<file path="config.mk">
export PLATFORM = sky130hd
export DESIGN_NAME = master_mux_mside_reg_flat
export DESIGN_NICKNAME = d
export VERILOG_FILES = /design/src/rtl/master_mux_mside_reg_if.sv /design/src/rtl/master_mux_mside_reg.sv /design/src/flat_wrapper.sv
export SDC_FILE = /design/constraint.sdc
export NUM_CORES = 1
export LEC_CHECK = 0
export BUFFER_PORTS_ARGS = -buffer_cell sky130_fd_sc_hd__buf_2
export CORE_ASPECT_RATIO = 0.75
export CORE_MARGIN = 3
export CORE_UTILIZATION = 41
export CTS_CLUSTER_DIAMETER = 30
export DETAILED_ROUTE_END_ITERATION = 8
export PLACE_DENSITY = 0.8
export SKIP_CTS_REPAIR_TIMING = 1
export SYNTH_ARGS = -nofsm -noshare
export SYNTH_HDL_FRONTEND = slang
export SYNTH_SLANG_ARGS = --single-unit
</file>
<file path="constraint.sdc">
create_clock -name clk -period 2.4 [get_ports clk]
set_clock_uncertainty 0.1 [all_clocks]
set_input_delay 0.72 -clock clk [delete_from_list [all_inputs] [get_ports clk]]
set_output_delay 0.72 -clock clk [all_outputs]
set_load 0.02 [all_outputs]
</file>
<file path="src/rtl/master_mux_mside_reg_if.sv">
// Request/beat bus between arbitrated masters, the registered master-side mux and the slave side.
// The master modport is the mux's view; the slave modport is the view of whatever surrounds it.
interface master_mux_mside_reg_if #(
    parameter int NUM_MASTERS = 2,
    parameter int ADDR_W      = 16,
    parameter int DATA_W      = 8,
    parameter int BURST_W     = 4
);
    logic [NUM_MASTERS-1:0]         bus_grant;
    logic [NUM_MASTERS-1:0]         m_master_valid;
    logic [NUM_MASTERS-1:0]         m_read_en;
    logic [NUM_MASTERS-1:0]         m_write_en;
    logic [NUM_MASTERS*ADDR_W-1:0]  m_tx_address;
    logic [NUM_MASTERS*DATA_W-1:0]  m_tx_data;
    logic [NUM_MASTERS*BURST_W-1:0] m_tx_burst;
    logic [NUM_MASTERS-1:0]         m_master_ready;

    logic                           to_slave_master_valid;
    logic                           to_slave_master_ready;
    logic                           to_slave_read_en;
    logic                           to_slave_write_en;
    logic [ADDR_W-1:0]              to_slave_tx_address;
    logic [DATA_W-1:0]              to_slave_tx_data;
    logic [BURST_W-1:0]             to_slave_tx_burst;

    modport master (
        input  bus_grant, m_master_valid, m_read_en, m_write_en,
        input  m_tx_address, m_tx_data, m_tx_burst, to_slave_master_ready,
        output m_master_ready, to_slave_master_valid, to_slave_read_en, to_slave_write_en,
        output to_slave_tx_address, to_slave_tx_data, to_slave_tx_burst
    );

    modport slave (
        output bus_grant, m_master_valid, m_read_en, m_write_en,
        output m_tx_address, m_tx_data, m_tx_burst, to_slave_master_ready,
        input  m_master_ready, to_slave_master_valid, to_slave_read_en, to_slave_write_en,
        input  to_slave_tx_address, to_slave_tx_data, to_slave_tx_burst
    );
endinterface

</file>
<file path="src/rtl/master_mux_mside_reg.sv">
// Registered N-master mux: picks the granted master, registers one beat with valid/ready
// backpressure, and locks the selection for the whole burst.
module master_mux_mside_reg #(
    parameter int  NUM_MASTERS = 2,
    parameter int  ADDR_W      = 16,
    parameter int  DATA_W      = 8,
    parameter int  BURST_W     = 4,
    localparam int SEL_W       = $clog2(NUM_MASTERS)
) (
    input  logic                   clk,
    input  logic                   rstn,
    master_mux_mside_reg_if.master bus,
    output logic [SEL_W-1:0]       sel_idx,
    output logic                   busy,
    output logic                   grant_err
);

    typedef enum logic {IDLE, XFER} state_t;

    state_t               state;
    logic [BURST_W-1:0]   remaining;
    logic                 vld_p1;
    logic                 rd_p1;
    logic                 wr_p1;
    logic [ADDR_W-1:0]    addr_p1;
    logic [DATA_W-1:0]    data_p1;
    logic [BURST_W-1:0]   burst_p1;

    logic                 grant_onehot;
    logic [SEL_W-1:0]     grant_idx;
    logic [SEL_W-1:0]     cur_idx;
    logic                 path_open;
    logic                 can_accept;
    logic                 capture;
    logic [ADDR_W-1:0]    sel_addr_p0;
    logic [DATA_W-1:0]    sel_data_p0;
    logic [BURST_W-1:0]   sel_burst_p0;
    logic [BURST_W-1:0]   first_rem_p0;

    // Stage p0: grant decode and combinational select of the candidate beat.
    always_comb begin
        grant_onehot = $onehot(bus.bus_grant);
        grant_idx    = '0;
        for (int i = 0; i < NUM_MASTERS; i++) begin
            if (bus.bus_grant[i]) grant_idx = SEL_W'(i);
        end
    end

    assign cur_idx    = (state == XFER) ? sel_idx : grant_idx;
    // Ready is gated by rstn so every output reads 0 while reset is held.
    assign path_open  = rstn & ((state == XFER) | grant_onehot);
    assign can_accept = ~vld_p1 | bus.to_slave_master_ready;
    assign capture    = path_open & can_accept & bus.m_master_valid[cur_idx];

    always_comb begin
        bus.m_master_ready = '0;
        if (path_open && can_accept) bus.m_master_ready[cur_idx] = 1'b1;
    end

    assign sel_addr_p0  = bus.m_tx_address[cur_idx*ADDR_W +: ADDR_W];
    assign sel_data_p0  = bus.m_tx_data[cur_idx*DATA_W +: DATA_W];
    assign sel_burst_p0 = bus.m_tx_burst[cur_idx*BURST_W +: BURST_W];
    assign first_rem_p0 = (sel_burst_p0 == '0) ? '0 : sel_burst_p0 - 1'b1;

    // Stage p1: single-entry output register and burst-lock FSM.
    always_ff @(posedge clk or negedge rstn) begin
        if (!rstn) begin
            state     <= IDLE;
            remaining <= '0;
            sel_idx   <= '0;
            grant_err <= 1'b0;
            vld_p1    <= 1'b0;
            rd_p1     <= 1'b0;
            wr_p1     <= 1'b0;
            addr_p1   <= '0;
            data_p1   <= '0;
            burst_p1  <= '0;
        end else begin
            grant_err <= (state == IDLE) & ~grant_onehot & (|bus.m_master_valid);
            if (capture) begin
                vld_p1  <= 1'b1;
                rd_p1   <= bus.m_read_en[cur_idx];
                wr_p1   <= bus.m_write_en[cur_idx];
                addr_p1 <= sel_addr_p0;
                data_p1 <= sel_data_p0;
                if (state == IDLE) begin
                    sel_idx   <= grant_idx;
                    burst_p1  <= sel_burst_p0;
                    remaining <= first_rem_p0;
                    state     <= (first_rem_p0 == '0) ? IDLE : XFER;
                end else begin
                    remaining <= remaining - 1'b1;
                    if (remaining == BURST_W'(1)) state <= IDLE;
                end
            end else if (bus.to_slave_master_ready) begin
                vld_p1 <= 1'b0;
            end
        end
    end

    assign busy                      = (state == XFER);
    assign bus.to_slave_master_valid = vld_p1;
    assign bus.to_slave_read_en      = rd_p1;
    assign bus.to_slave_write_en     = wr_p1;
    assign bus.to_slave_tx_address   = addr_p1;
    assign bus.to_slave_tx_data      = data_p1;
    assign bus.to_slave_tx_burst     = burst_p1;

endmodule

</file>
<file path="src/flat_wrapper.sv">
// flat-port wrapper written by rule: the top's interface ports become plain ports
module master_mux_mside_reg_flat 
#(
    parameter int  NUM_MASTERS = 2,
    parameter int  ADDR_W      = 16,
    parameter int  DATA_W      = 8,
    parameter int  BURST_W     = 4,
    localparam int SEL_W       = $clog2(NUM_MASTERS)
)
  (clk, rstn, sel_idx, busy, grant_err, bus_bus_grant, bus_m_master_valid, bus_m_read_en, bus_m_write_en, bus_m_tx_address, bus_m_tx_data, bus_m_tx_burst, bus_to_slave_master_ready, bus_m_master_ready, bus_to_slave_master_valid, bus_to_slave_read_en, bus_to_slave_write_en, bus_to_slave_tx_address, bus_to_slave_tx_data, bus_to_slave_tx_burst);
  master_mux_mside_reg_if #(.NUM_MASTERS(NUM_MASTERS), .ADDR_W(ADDR_W), .DATA_W(DATA_W), .BURST_W(BURST_W)) bus_i ();
  input  logic clk;
  input  logic rstn;
  output logic [SEL_W-1:0] sel_idx;
  output logic busy;
  output logic grant_err;
  input wire logic [$bits(bus_i.bus_grant)-1:0] bus_bus_grant;
  input wire logic [$bits(bus_i.m_master_valid)-1:0] bus_m_master_valid;
  input wire logic [$bits(bus_i.m_read_en)-1:0] bus_m_read_en;
  input wire logic [$bits(bus_i.m_write_en)-1:0] bus_m_write_en;
  input wire logic [$bits(bus_i.m_tx_address)-1:0] bus_m_tx_address;
  input wire logic [$bits(bus_i.m_tx_data)-1:0] bus_m_tx_data;
  input wire logic [$bits(bus_i.m_tx_burst)-1:0] bus_m_tx_burst;
  input wire logic [$bits(bus_i.to_slave_master_ready)-1:0] bus_to_slave_master_ready;
  output wire logic [$bits(bus_i.m_master_ready)-1:0] bus_m_master_ready;
  output wire logic [$bits(bus_i.to_slave_master_valid)-1:0] bus_to_slave_master_valid;
  output wire logic [$bits(bus_i.to_slave_read_en)-1:0] bus_to_slave_read_en;
  output wire logic [$bits(bus_i.to_slave_write_en)-1:0] bus_to_slave_write_en;
  output wire logic [$bits(bus_i.to_slave_tx_address)-1:0] bus_to_slave_tx_address;
  output wire logic [$bits(bus_i.to_slave_tx_data)-1:0] bus_to_slave_tx_data;
  output wire logic [$bits(bus_i.to_slave_tx_burst)-1:0] bus_to_slave_tx_burst;
  assign bus_i.bus_grant = bus_bus_grant;
  assign bus_i.m_master_valid = bus_m_master_valid;
  assign bus_i.m_read_en = bus_m_read_en;
  assign bus_i.m_write_en = bus_m_write_en;
  assign bus_i.m_tx_address = bus_m_tx_address;
  assign bus_i.m_tx_data = bus_m_tx_data;
  assign bus_i.m_tx_burst = bus_m_tx_burst;
  assign bus_i.to_slave_master_ready = bus_to_slave_master_ready;
  assign bus_m_master_ready = bus_i.m_master_ready;
  assign bus_to_slave_master_valid = bus_i.to_slave_master_valid;
  assign bus_to_slave_read_en = bus_i.to_slave_read_en;
  assign bus_to_slave_write_en = bus_i.to_slave_write_en;
  assign bus_to_slave_tx_address = bus_i.to_slave_tx_address;
  assign bus_to_slave_tx_data = bus_i.to_slave_tx_data;
  assign bus_to_slave_tx_burst = bus_i.to_slave_tx_burst;
  master_mux_mside_reg #(.NUM_MASTERS(NUM_MASTERS), .ADDR_W(ADDR_W), .DATA_W(DATA_W), .BURST_W(BURST_W)) u_core (.clk(clk), .rstn(rstn), .bus(bus_i), .sel_idx(sel_idx), .busy(busy), .grant_err(grant_err));
endmodule
</file>
==> flow_summary.json <==
{
  "status": "completed",
  "path_max_fanout": 3,
  "drive_gt1_frac": 0.4322,
  "ios": 103,
  "grt_first_pass_wirelength_mm": 8.383,
  "clock_sinks": 38,
  "setup-violations-final": 0,
  "numCtsBuffers": 5,
  "grt_start_max_net_pins": 39,
  "hpwl_mm": 4.085,
  "hp-class": "input pin to asynchronous set/reset pin",
  "maxSlewViolCount": 0,
  "grt_usage": 0.1806,
  "fin_crit_ps": 2382,
  "syn-num-nets": 276,
  "fin_ws_ps": 17.60,
  "synth_top_cells_by_count": "57 x o21ai_0, 38 x dfrtp_1, 28 x mux2i_1",
  "clk_pin_slew_ps": 70,
  "end_kind": "primary output",
  "gp_congestion": 0.8632,
  "drc": 0,
  "diodes": 0,
  "final_antenna_net_count": 0,
  "dr.pass1.iters": 4,
  "fillers": 423,
  "die_area_um2": 5902,
  "utilization": 0.6099,
  "slew_headroom": 0.6838,
  "reg2reg_slack_ps": 340,
  "synth_top_area_frac": 0.4631,
  "cap_violations": 0,
  "synth_top_flop_cell": "dfrtp_1",
  "power.density_nw_per_um2": 1047,
  "synth_area_leaders": "dfrtp_1 46%, o21ai_0 14%, mux2i_1 14%",
  "wl_per_cell_um": 13.99,
  "vias": 2006,
  "p_leak_nw": 1.541,
  "drt-initial-drc-count": 107,
  "root_buffer": "clkbuf_8",
  "gr-total-overflow": 0,
  "synthDistinctLibCells": 36,
  "synth-seq-area-share": 0.4631,
  "std_cell_rows": 21,
  "synthesis.area_um2": 2053,
  "synthCells": 207,
  "ys_ff_latch": 38,
  "synth.most_common_cell": "o21ai_0",
  "ir_drop_mv": 0.4433,
  "cts_buffer_depth": 2,
  "io_buffers": 102,
  "place_worst_setup_slack_ps": -75.93,
  "critPathLaunchType": "input pin",
  "avgSynthCellArea_um2": 9.919,
  "cts_htree_levels": 2,
  "final_cells": 374,
  "syn2layout_area_growth_pct": 38.15,
  "synth_top_area_cell": "dfrtp_1",
  "vias_per_cell": 5.364,
  "grt_pass1_vias": 1868,
  "antenna_found_initial": 0,
  "dieWidth_um": 87.72,
  "synth_edf_count": 0,
  "r2r_cells": 4,
  "dp_cells": 365,
  "die_h_um": 67.29,
  "worstPathArrival_ps": 1560,
  "hold_slack_ps": 393.1,
  "finalHoldViolCount": 0,
  "fmax_mhz": 419.7,
  "tritoncts": "done",
  "start_util": 0.4415,
  "synthArstFlopShare": 1.000,
  "required_ps": 1580,
  "yosysWarningCount": 0,
  "core_um2": 4651,
  "fin_crit_sh": 0.9927,
  "fin_nets": 385,
  "wirelength_mm": 5.234,
  "grt_setup_unrepaired": "true",
  "crit_type": "input pin to primary output",
  "clock_latency_ps": 280,
  "worst_pin_slew_ps": 474.3
}
## cell type report
cell class                      count  area [um^2]  area share
Clock buffer                        7        76.32     0.02691
Clock inverter                      1        30.03     0.01059
Inverter                            7        26.28    0.009263
Multi-Input combinational cell    147         1033      0.3644
Sequential cell                    38        950.9      0.3352
Tap cell                           57        71.32     0.02514
Timing Repair Buffer              117        648.1      0.2285
## cells by family after synthesis
group / count (synthesis) / synth area share
flip-flops: 38 / 0.4631
buffers and inverters: 22 / 0.04449
XOR/XNOR: 1 / 0.004266
adder cells (fa/ha/maj): 2 / 0.01219
AO/OA/AOI/OAI: 75 / 0.2096
multiplexers: 36 / 0.1859
AND/OR/NAND/NOR: 33 / 0.08044
## routing by layer
metal	GRT usage	up-vias	share of wire
li1	-	975	-
met1	0.2334	945	0.45
met2	0.3120	84	0.48
met3	0.04146	2	0.074
met4	0.03640	0	0.0023
met5	0	-	0
## path summary, 6_finish.rpt
kind	startpoint	end
max	bus_bus_grant[0]	bus_m_master_ready[1]
min	rstn	u_core.sel_idx$_DFFE_PN0P_
max reg2reg	u_core.busy$_DFFE_PN0P_	u_core.bus.to_slave_tx_burst[0]$_DFFE_PN0P_
min reg2reg	u_core.bus.to_slave_tx_address[12]$_DFFE_PN0P_	u_core.bus.to_slave_tx_address[12]$_DFFE_PN0P_
max in group asynchronous	rstn	u_core.remaining[1]$_DFFE_PN0P_
min in group clk	u_core.bus.to_slave_tx_address[12]$_DFFE_PN0P_	u_core.bus.to_slave_tx_address[12]$_DFFE_PN0P_
## cells in the final DEF, fill, tap and decap left out, types with 2 or more instances in the layout
cell type / count
clkbuf_1: 2
buf_4: 15
o21ai_0: 57
buf_2: 98
dfrtp_1: 38
nand2_1: 14
o311ai_0: 2
nor4_1: 2
ha_1: 2
mux2_2: 7
mux2i_1: 28
a221oi_1: 3
nor4b_1: 2
inv_1: 7
nor2_1: 4
buf_6: 4
clkbuf_8: 5
a21oi_1: 2
nand2b_1: 2
o31ai_1: 3
nor2_4: 2
## sequential cells by signal, summed over array words and instances, names as in the netlist
name                              flops
u_core.grant_err                      1
u_core.bus.to_slave_tx_burst          4
u_core.busy                           1
u_core.bus.to_slave_tx_address       16
u_core.remaining                      4
u_core.bus.to_slave_write_en          1
u_core.bus.to_slave_master_valid      1
u_core.sel_idx                        1
u_core.bus.to_slave_tx_data           8
u_core.bus.to_slave_read_en           1
## per-stage QoR
| step | cell area [um^2] | power (mW) | setup TNS, ps |
|---|---|---|---|
| 6_report | 2836 | 2.969 | 0 |
| 5_1_grt | 2836 | 3.192 | -112.8 |
| 4_1_cts | 2796 | 2.989 | -65.15 |
| 3_5_place_dp | 2690 | 2.467 | -476.2 |
| 3_3_place_gp | 2690 | 2.424 | -78.35 |
| 2_1_floorplan | 2072 | 1.952 | 0 |
## power breakdown
group	leakage [nW]	switching, mW	internal, mW
Clock	0.0524	0.204	0.311
Combinational	1.02	0.826	0.556
Sequential	0.466	0.152	0.920
Total	1.54	1.18	1.79
## worst max-delay path: stages
cell      delay (ps)
buf_6            100
xor2_2           170
o211ai_1         220
buf_4            190
nor2_4            30
buf_6            130
Power figures use the tool's default switching activity.
